**src/rtl/multdiv_pkg.sv**
```systemverilog
// Shared multdiv definitions: phase codes from the division counter, widths, divider state type.
package multdiv_pkg;
  localparam logic [1:0] PH_LOAD  = 2'b01;
  localparam logic [1:0] PH_ITER  = 2'b00;
  localparam logic [1:0] PH_FINAL = 2'b10;

  localparam int         DIV_WIDTH      = 32;
  localparam logic [5:0] DIV_LAST_STATE = 6'd33;

  typedef enum logic {
    ST_IDLE = 1'b0,
    ST_RUN  = 1'b1
  } div_state_e;
endpackage

```
**src/rtl/div_step.sv**
```systemverilog
// One combinational restoring-division step on magnitudes: shift {R,Q} left, subtract D if it fits.
module div_step #(
  parameter int WIDTH = 32
) (
  input  logic [WIDTH:0]   i_rem,
  input  logic [WIDTH-1:0] i_quo,
  input  logic [WIDTH-1:0] i_div,
  output logic [WIDTH:0]   o_rem,
  output logic [WIDTH-1:0] o_quo
);
  logic [WIDTH+1:0] w_shifted;
  logic [WIDTH+1:0] w_trial;
  logic             w_neg;

  // One spare bit above the shifted remainder lets the trial's sign bit flag "does not fit".
  assign w_shifted = {i_rem, i_quo[WIDTH-1]};
  assign w_trial   = w_shifted - {2'b00, i_div};
  assign w_neg     = w_trial[WIDTH+1];

  assign o_rem = w_neg ? w_shifted[WIDTH:0] : w_trial[WIDTH:0];
  assign o_quo = {i_quo[WIDTH-2:0], ~w_neg};
endmodule

```
**src/rtl/div_iter_datapath.sv**
```systemverilog
// Iterative signed restoring divider driven by the division counter's phase code.
// Optional remainder output enabled by defining DIV_REMAINDER_EN.
module div_iter_datapath
  import multdiv_pkg::*;
#(
  parameter int WIDTH = DIV_WIDTH
) (
  input  logic             clock,
  input  logic             reset,
  input  logic [1:0]       ctrl_phase,
  input  logic [WIDTH-1:0] data_operandA,
  input  logic [WIDTH-1:0] data_operandB,
  output logic [WIDTH-1:0] data_result,
  output logic             data_exception,
  output logic             data_resultRDY,
`ifdef DIV_REMAINDER_EN
  output logic [WIDTH-1:0] data_remainder,
`endif
  output logic             busy
);
  localparam int SW = $clog2(WIDTH) + 1;

  div_state_e       r_state, w_state_next;
  logic [WIDTH:0]   r_rem;
  logic [WIDTH-1:0] r_quo;
  logic [WIDTH-1:0] r_div;
  logic             r_qsign;
  logic             r_dz;
  logic [SW-1:0]    r_step;
  logic [WIDTH-1:0] r_result;
  logic             r_exc;
  logic             r_rdy;
`ifdef DIV_REMAINDER_EN
  logic             r_rsign;
  logic [WIDTH-1:0] r_remainder;
`endif

  logic [WIDTH-1:0] w_a_mag;
  logic [WIDTH-1:0] w_b_mag;
  logic [WIDTH:0]   w_rem_next;
  logic [WIDTH-1:0] w_quo_next;
  logic             w_can_iter;

  // Negating 0x80000000 yields itself, which is the correct unsigned magnitude.
  assign w_a_mag    = data_operandA[WIDTH-1] ? -data_operandA : data_operandA;
  assign w_b_mag    = data_operandB[WIDTH-1] ? -data_operandB : data_operandB;
  assign w_can_iter = (r_state == ST_RUN) && (r_step < SW'(WIDTH));

  div_step #(.WIDTH(WIDTH)) u_step (
    .i_rem (r_rem),
    .i_quo (r_quo),
    .i_div (r_div),
    .o_rem (w_rem_next),
    .o_quo (w_quo_next)
  );

  always_comb begin
    w_state_next = r_state;
    case (ctrl_phase)
      PH_LOAD:  w_state_next = ST_RUN;
      PH_FINAL: w_state_next = ST_IDLE;
      default:  w_state_next = r_state;
    endcase
  end

  always_ff @(posedge clock) begin
    if (reset) begin
      r_state  <= ST_IDLE;
      r_rem    <= '0;
      r_quo    <= '0;
      r_div    <= '0;
      r_qsign  <= 1'b0;
      r_dz     <= 1'b0;
      r_step   <= '0;
      r_result <= '0;
      r_exc    <= 1'b0;
      r_rdy    <= 1'b0;
`ifdef DIV_REMAINDER_EN
      r_rsign     <= 1'b0;
      r_remainder <= '0;
`endif
    end else begin
      r_state <= w_state_next;
      r_rdy   <= 1'b0;
      case (ctrl_phase)
        PH_LOAD: begin
          r_rem   <= '0;
          r_quo   <= w_a_mag;
          r_div   <= w_b_mag;
          r_qsign <= data_operandA[WIDTH-1] ^ data_operandB[WIDTH-1];
          r_dz    <= (data_operandB == '0);
          r_step  <= '0;
`ifdef DIV_REMAINDER_EN
          r_rsign <= data_operandA[WIDTH-1];
`endif
        end
        PH_ITER: begin
          if (w_can_iter) begin
            r_rem  <= w_rem_next;
            r_quo  <= w_quo_next;
            r_step <= r_step + 1'b1;
          end
        end
        PH_FINAL: begin
          if (r_state == ST_RUN) begin
            r_result <= r_dz ? '0 : (r_qsign ? -r_quo : r_quo);
            r_exc    <= r_dz | (r_step != SW'(WIDTH));
            r_rdy    <= 1'b1;
`ifdef DIV_REMAINDER_EN
            r_remainder <= r_dz ? '0 : (r_rsign ? -r_rem[WIDTH-1:0] : r_rem[WIDTH-1:0]);
`endif
          end
        end
        default: ;
      endcase
    end
  end

  assign data_result    = r_result;
  assign data_exception = r_exc;
  assign data_resultRDY = r_rdy;
  assign busy           = (r_state == ST_RUN);
`ifdef DIV_REMAINDER_EN
  assign data_remainder = r_remainder;
`endif
endmodule

```
**config.mk**
```make
export PLATFORM = sky130hd
export DESIGN_NAME = div_iter_datapath
export DESIGN_NICKNAME = d
export VERILOG_FILES = /design/src/rtl/multdiv_pkg.sv /design/src/rtl/div_step.sv /design/src/rtl/div_iter_datapath.sv
export SDC_FILE = /design/constraint.sdc
export NUM_CORES = 1
export LEC_CHECK = 0
export CAP_MARGIN = 20
export CORE_ASPECT_RATIO = 0.6
export CORE_MARGIN = 3
export CORE_UTILIZATION = 51
export CTS_CLUSTER_SIZE = 40
export DETAILED_ROUTE_END_ITERATION = 16
export GPL_TIMING_DRIVEN = 0
export PLACE_DENSITY = 0.76
export SYNTH_ARGS = -nofsm -noshare
export SYNTH_HDL_FRONTEND = slang
export SYNTH_SLANG_ARGS = --single-unit
```
**constraint.sdc**
```tcl
create_clock -name clock -period 2.8 [get_ports clock]
set_clock_uncertainty 0.1 [all_clocks]
set_input_delay 0.56 -clock clock [delete_from_list [all_inputs] [get_ports clock]]
set_output_delay 0.56 -clock clock [all_outputs]
set_load 0.02 [all_outputs]
```
==> metrics <==
status=finished with violations; failing checks=negative setup slack; Netlist Area Pre-Place=approximately 9500 sq um; Worst-path clk slew=about 70 ps; yosys warns=0; diode count=0; critical-path cell list=inv_2 -> ha_4 -> nand4_1 -> a211o_1 -> a31o_4 -> or3_4 -> buf_8 -> a41oi_1 -> o31ai_1; met3 Usage GRT=15.48%; Die H=111.5 um; Arr. time, crit path=~3100 ps; Max Transition Viols Final=0; number of synthesized flops with an enable pin=0; Placed Instance Area=10,830 sq um; Synth top cells by count=dfxtp_1, nor2_1, nand2_1; CTS sink count=140; number of H-tree levels=4; Period minus WS final=roughly 2900 ps; met2 Use GR=41.20%; CORE AREA=17,640 sq um; pin count of the biggest net entering global routing=17; cts hold-fix bufs=0; Wirelength per Cell=22.66 um; Synth area leaders=dfxtp_1, xor2_1, ha_1; final-report hold violation count=0; grt met1 use=52.27%; element type at the critical path start=register; flop2flop setup slack=-120 ps; clk_lat worst skew=440 ps; routed vias=10,770; post-route cell area=~13,000 sq um; ys async rst share=0%; relative slew slack=32.75%; CTS tree=built; CTS buffer count=17; first-pass GRT wire length=around 54 mm; vias per inst=6.498; Synth Register Bits=140; Ports=103; Remaining DRCs=0; Syn Inst Count=1,224; Sum Neg Setup Slack=-1101 ps; Max Buffers Root-to-Sink=2; Die ar.=20,280 sq um; Max Cap Viol=0; pwr/cell area=approximately 480 nW/um^2; drt first pass iters=7; Detailed Route Iter0 Violations=between 1,500 and 2,000; DRT antenna net count=0; final WL=37.58 mm; Fillers=1,280; GRT Util Overall=between 30% and 40%; RSZ-0062 raised after global routing=true; CTS root buffer=clkbuf_16; fmax=0.3423 GHz; row cnt=37; post-synthesis sequential area ratio=~30%; share of cells above drive strength 1=23.10%; Initial Util=53.65%; fin crit share=104.3%; Slew @ Worst Pin=approximately 1000 ps; DIE WIDTH=181.9 um; Worst Setup Slack, final=-121.6 ps; Yosys cell types=71; max incr delay on CP=480 ps; count leader, synth=dfxtp_1; Nets=roughly 1,500; crit-path leading delay family=compound AO/OA/AOI/OAI gates; Synth Net Count=roughly 1,300; Crit Path Category=register to register; initial antenna violation count=0; Post-DP HPWL=~25 mm; CP max FO=8; GRT Residual Overflow=0; Worst Path Buf+Inv=2; vias in the first global route=9,461; CP max-delay cell=or3_4; Avg Synthesized Cell Area=between 7 and 8 sq um; Setup WS pre-CTS=-1352 ps; Port Buffers=approximately 100; Setup-failing EPs final=30; top-area cell type share of the netlist area=29.62%; area delta synth->final=39.24%; gr busiest metal=met1; final weighted congestion in routability-driven placement=1.001; largest area contributor in the netlist=dfxtp_1; Crit. End Element=register; worst hold path class=input pin to register; Pleak=5.034 nW; maximum VDD drop=0.4828 mV; ys flop type=dfxtp_1; CP required=3010 ps
[timing repair]
| item | 4_1_cts | 5_1_grt |
|---|---|---|
| cloned | 0 | 4 |
| buffers inserted | 39 | 35 |
| endpoints found under the setup margin | 82 | 65 |
| pin swaps | 45 | 74 |
| gates resized for setup | 207 | 164 |
[final timing paths]
check | from | endpoint | cells after the start
max | r_div[15] | r_rem[17] | 9
min | data_operandB[13] | r_div[13] | 3
max reg2reg | r_div[15] | r_rem[17] | 9
min reg2reg | r_div[6] | r_div[6] | 2
[power by group]
group          leakage, nW  switching [mW]  internal [mW]  total, mW
combinational         3.56           0.848          0.637       1.49
sequential            1.15           0.127           2.08       2.21
clock                0.323           0.986           1.68       2.67
[tightest hold or removal path, stage by stage]
cell	delay (ps)
buf_2	90
xor2_1	150
a211oi_1	90
[cells by family (layout without fill, tap and decap cells)]
family / Yosys count / count (layout) / synth area share [%]
compound gates: 365 / 365 / 26.31
xor+xnor: 110 / 110 / 10.18
fa+ha+maj: 41 / 41 / 5.500
buf+inv: 130 / 330 / 5.500
flops: 140 / 140 / 29.62
mux: 5 / 5 / 0.5289
simple gates: 433 / 433 / 22.36
[metrics by stage]
| step | power [mW] | utilization, % | hold slack (ps) | instances |
|---|---|---|---|---|
| 6_report | 6.361 | 74.70 | 382.7 | 1658 |
| 5_1_grt | 6.515 | 74.70 | 392.1 | 1658 |
| 4_1_cts | 6.082 | 69.25 | 385.3 | 1621 |
| 3_5_place_dp | 3.393 | 61.38 | 369.2 | 1560 |
| 3_3_place_gp | 3.379 | 61.38 | 371.1 | 1560 |
| 2_1_floorplan | 2.961 | - | 352.1 | 1224 |
[cell usage in the layout (no fill, tap or decap), types with 19 or more instances in the layout]
master,count
clkdlybuf4s50_1,67
dfxtp_1,112
dfxtp_2,26
inv_1,43
a211oi_1,35
a21oi_1,50
o211ai_1,19
o31ai_1,30
nand3_1,25
nor3_1,54
clkbuf_1,44
nor2_1,125
o21ai_0,64
clkbuf_16,21
nand4_1,29
nand2_1,91
xnor2_1,38
o21a_1,29
buf_4,74
xor2_1,68
ha_4,24
[flip-flops by register name, summed over array words and instances (netlist names)]
signal and count:
r_rem 33, r_qsign 1, data_resultRDY 1, r_quo 32, r_dz 1, r_div 32, r_step 6, busy 1
data_result 32, data_exception 1
[layer usage]
layer	vias to the layer above	share of wire, %
met2	735	37
met1	5080	45
li1	4863	-
met5	-	0.25
met3	94	16
met4	2	1.8
[final cells by class]
type,count,area (sq um),share of cell area [%]
clock inverter,13,236.5,1.795
inverter,51,191.4,1.453
buffer,67,407.9,3.096
sequential,140,2843,21.57
timing repair buffer,180,1645,12.49
clock buffer,19,432.9,3.286
multi-input combinational,954,7127,54.09
tap,234,292.8,2.222
No activity file was read; power rests on OpenSTA's default activity.
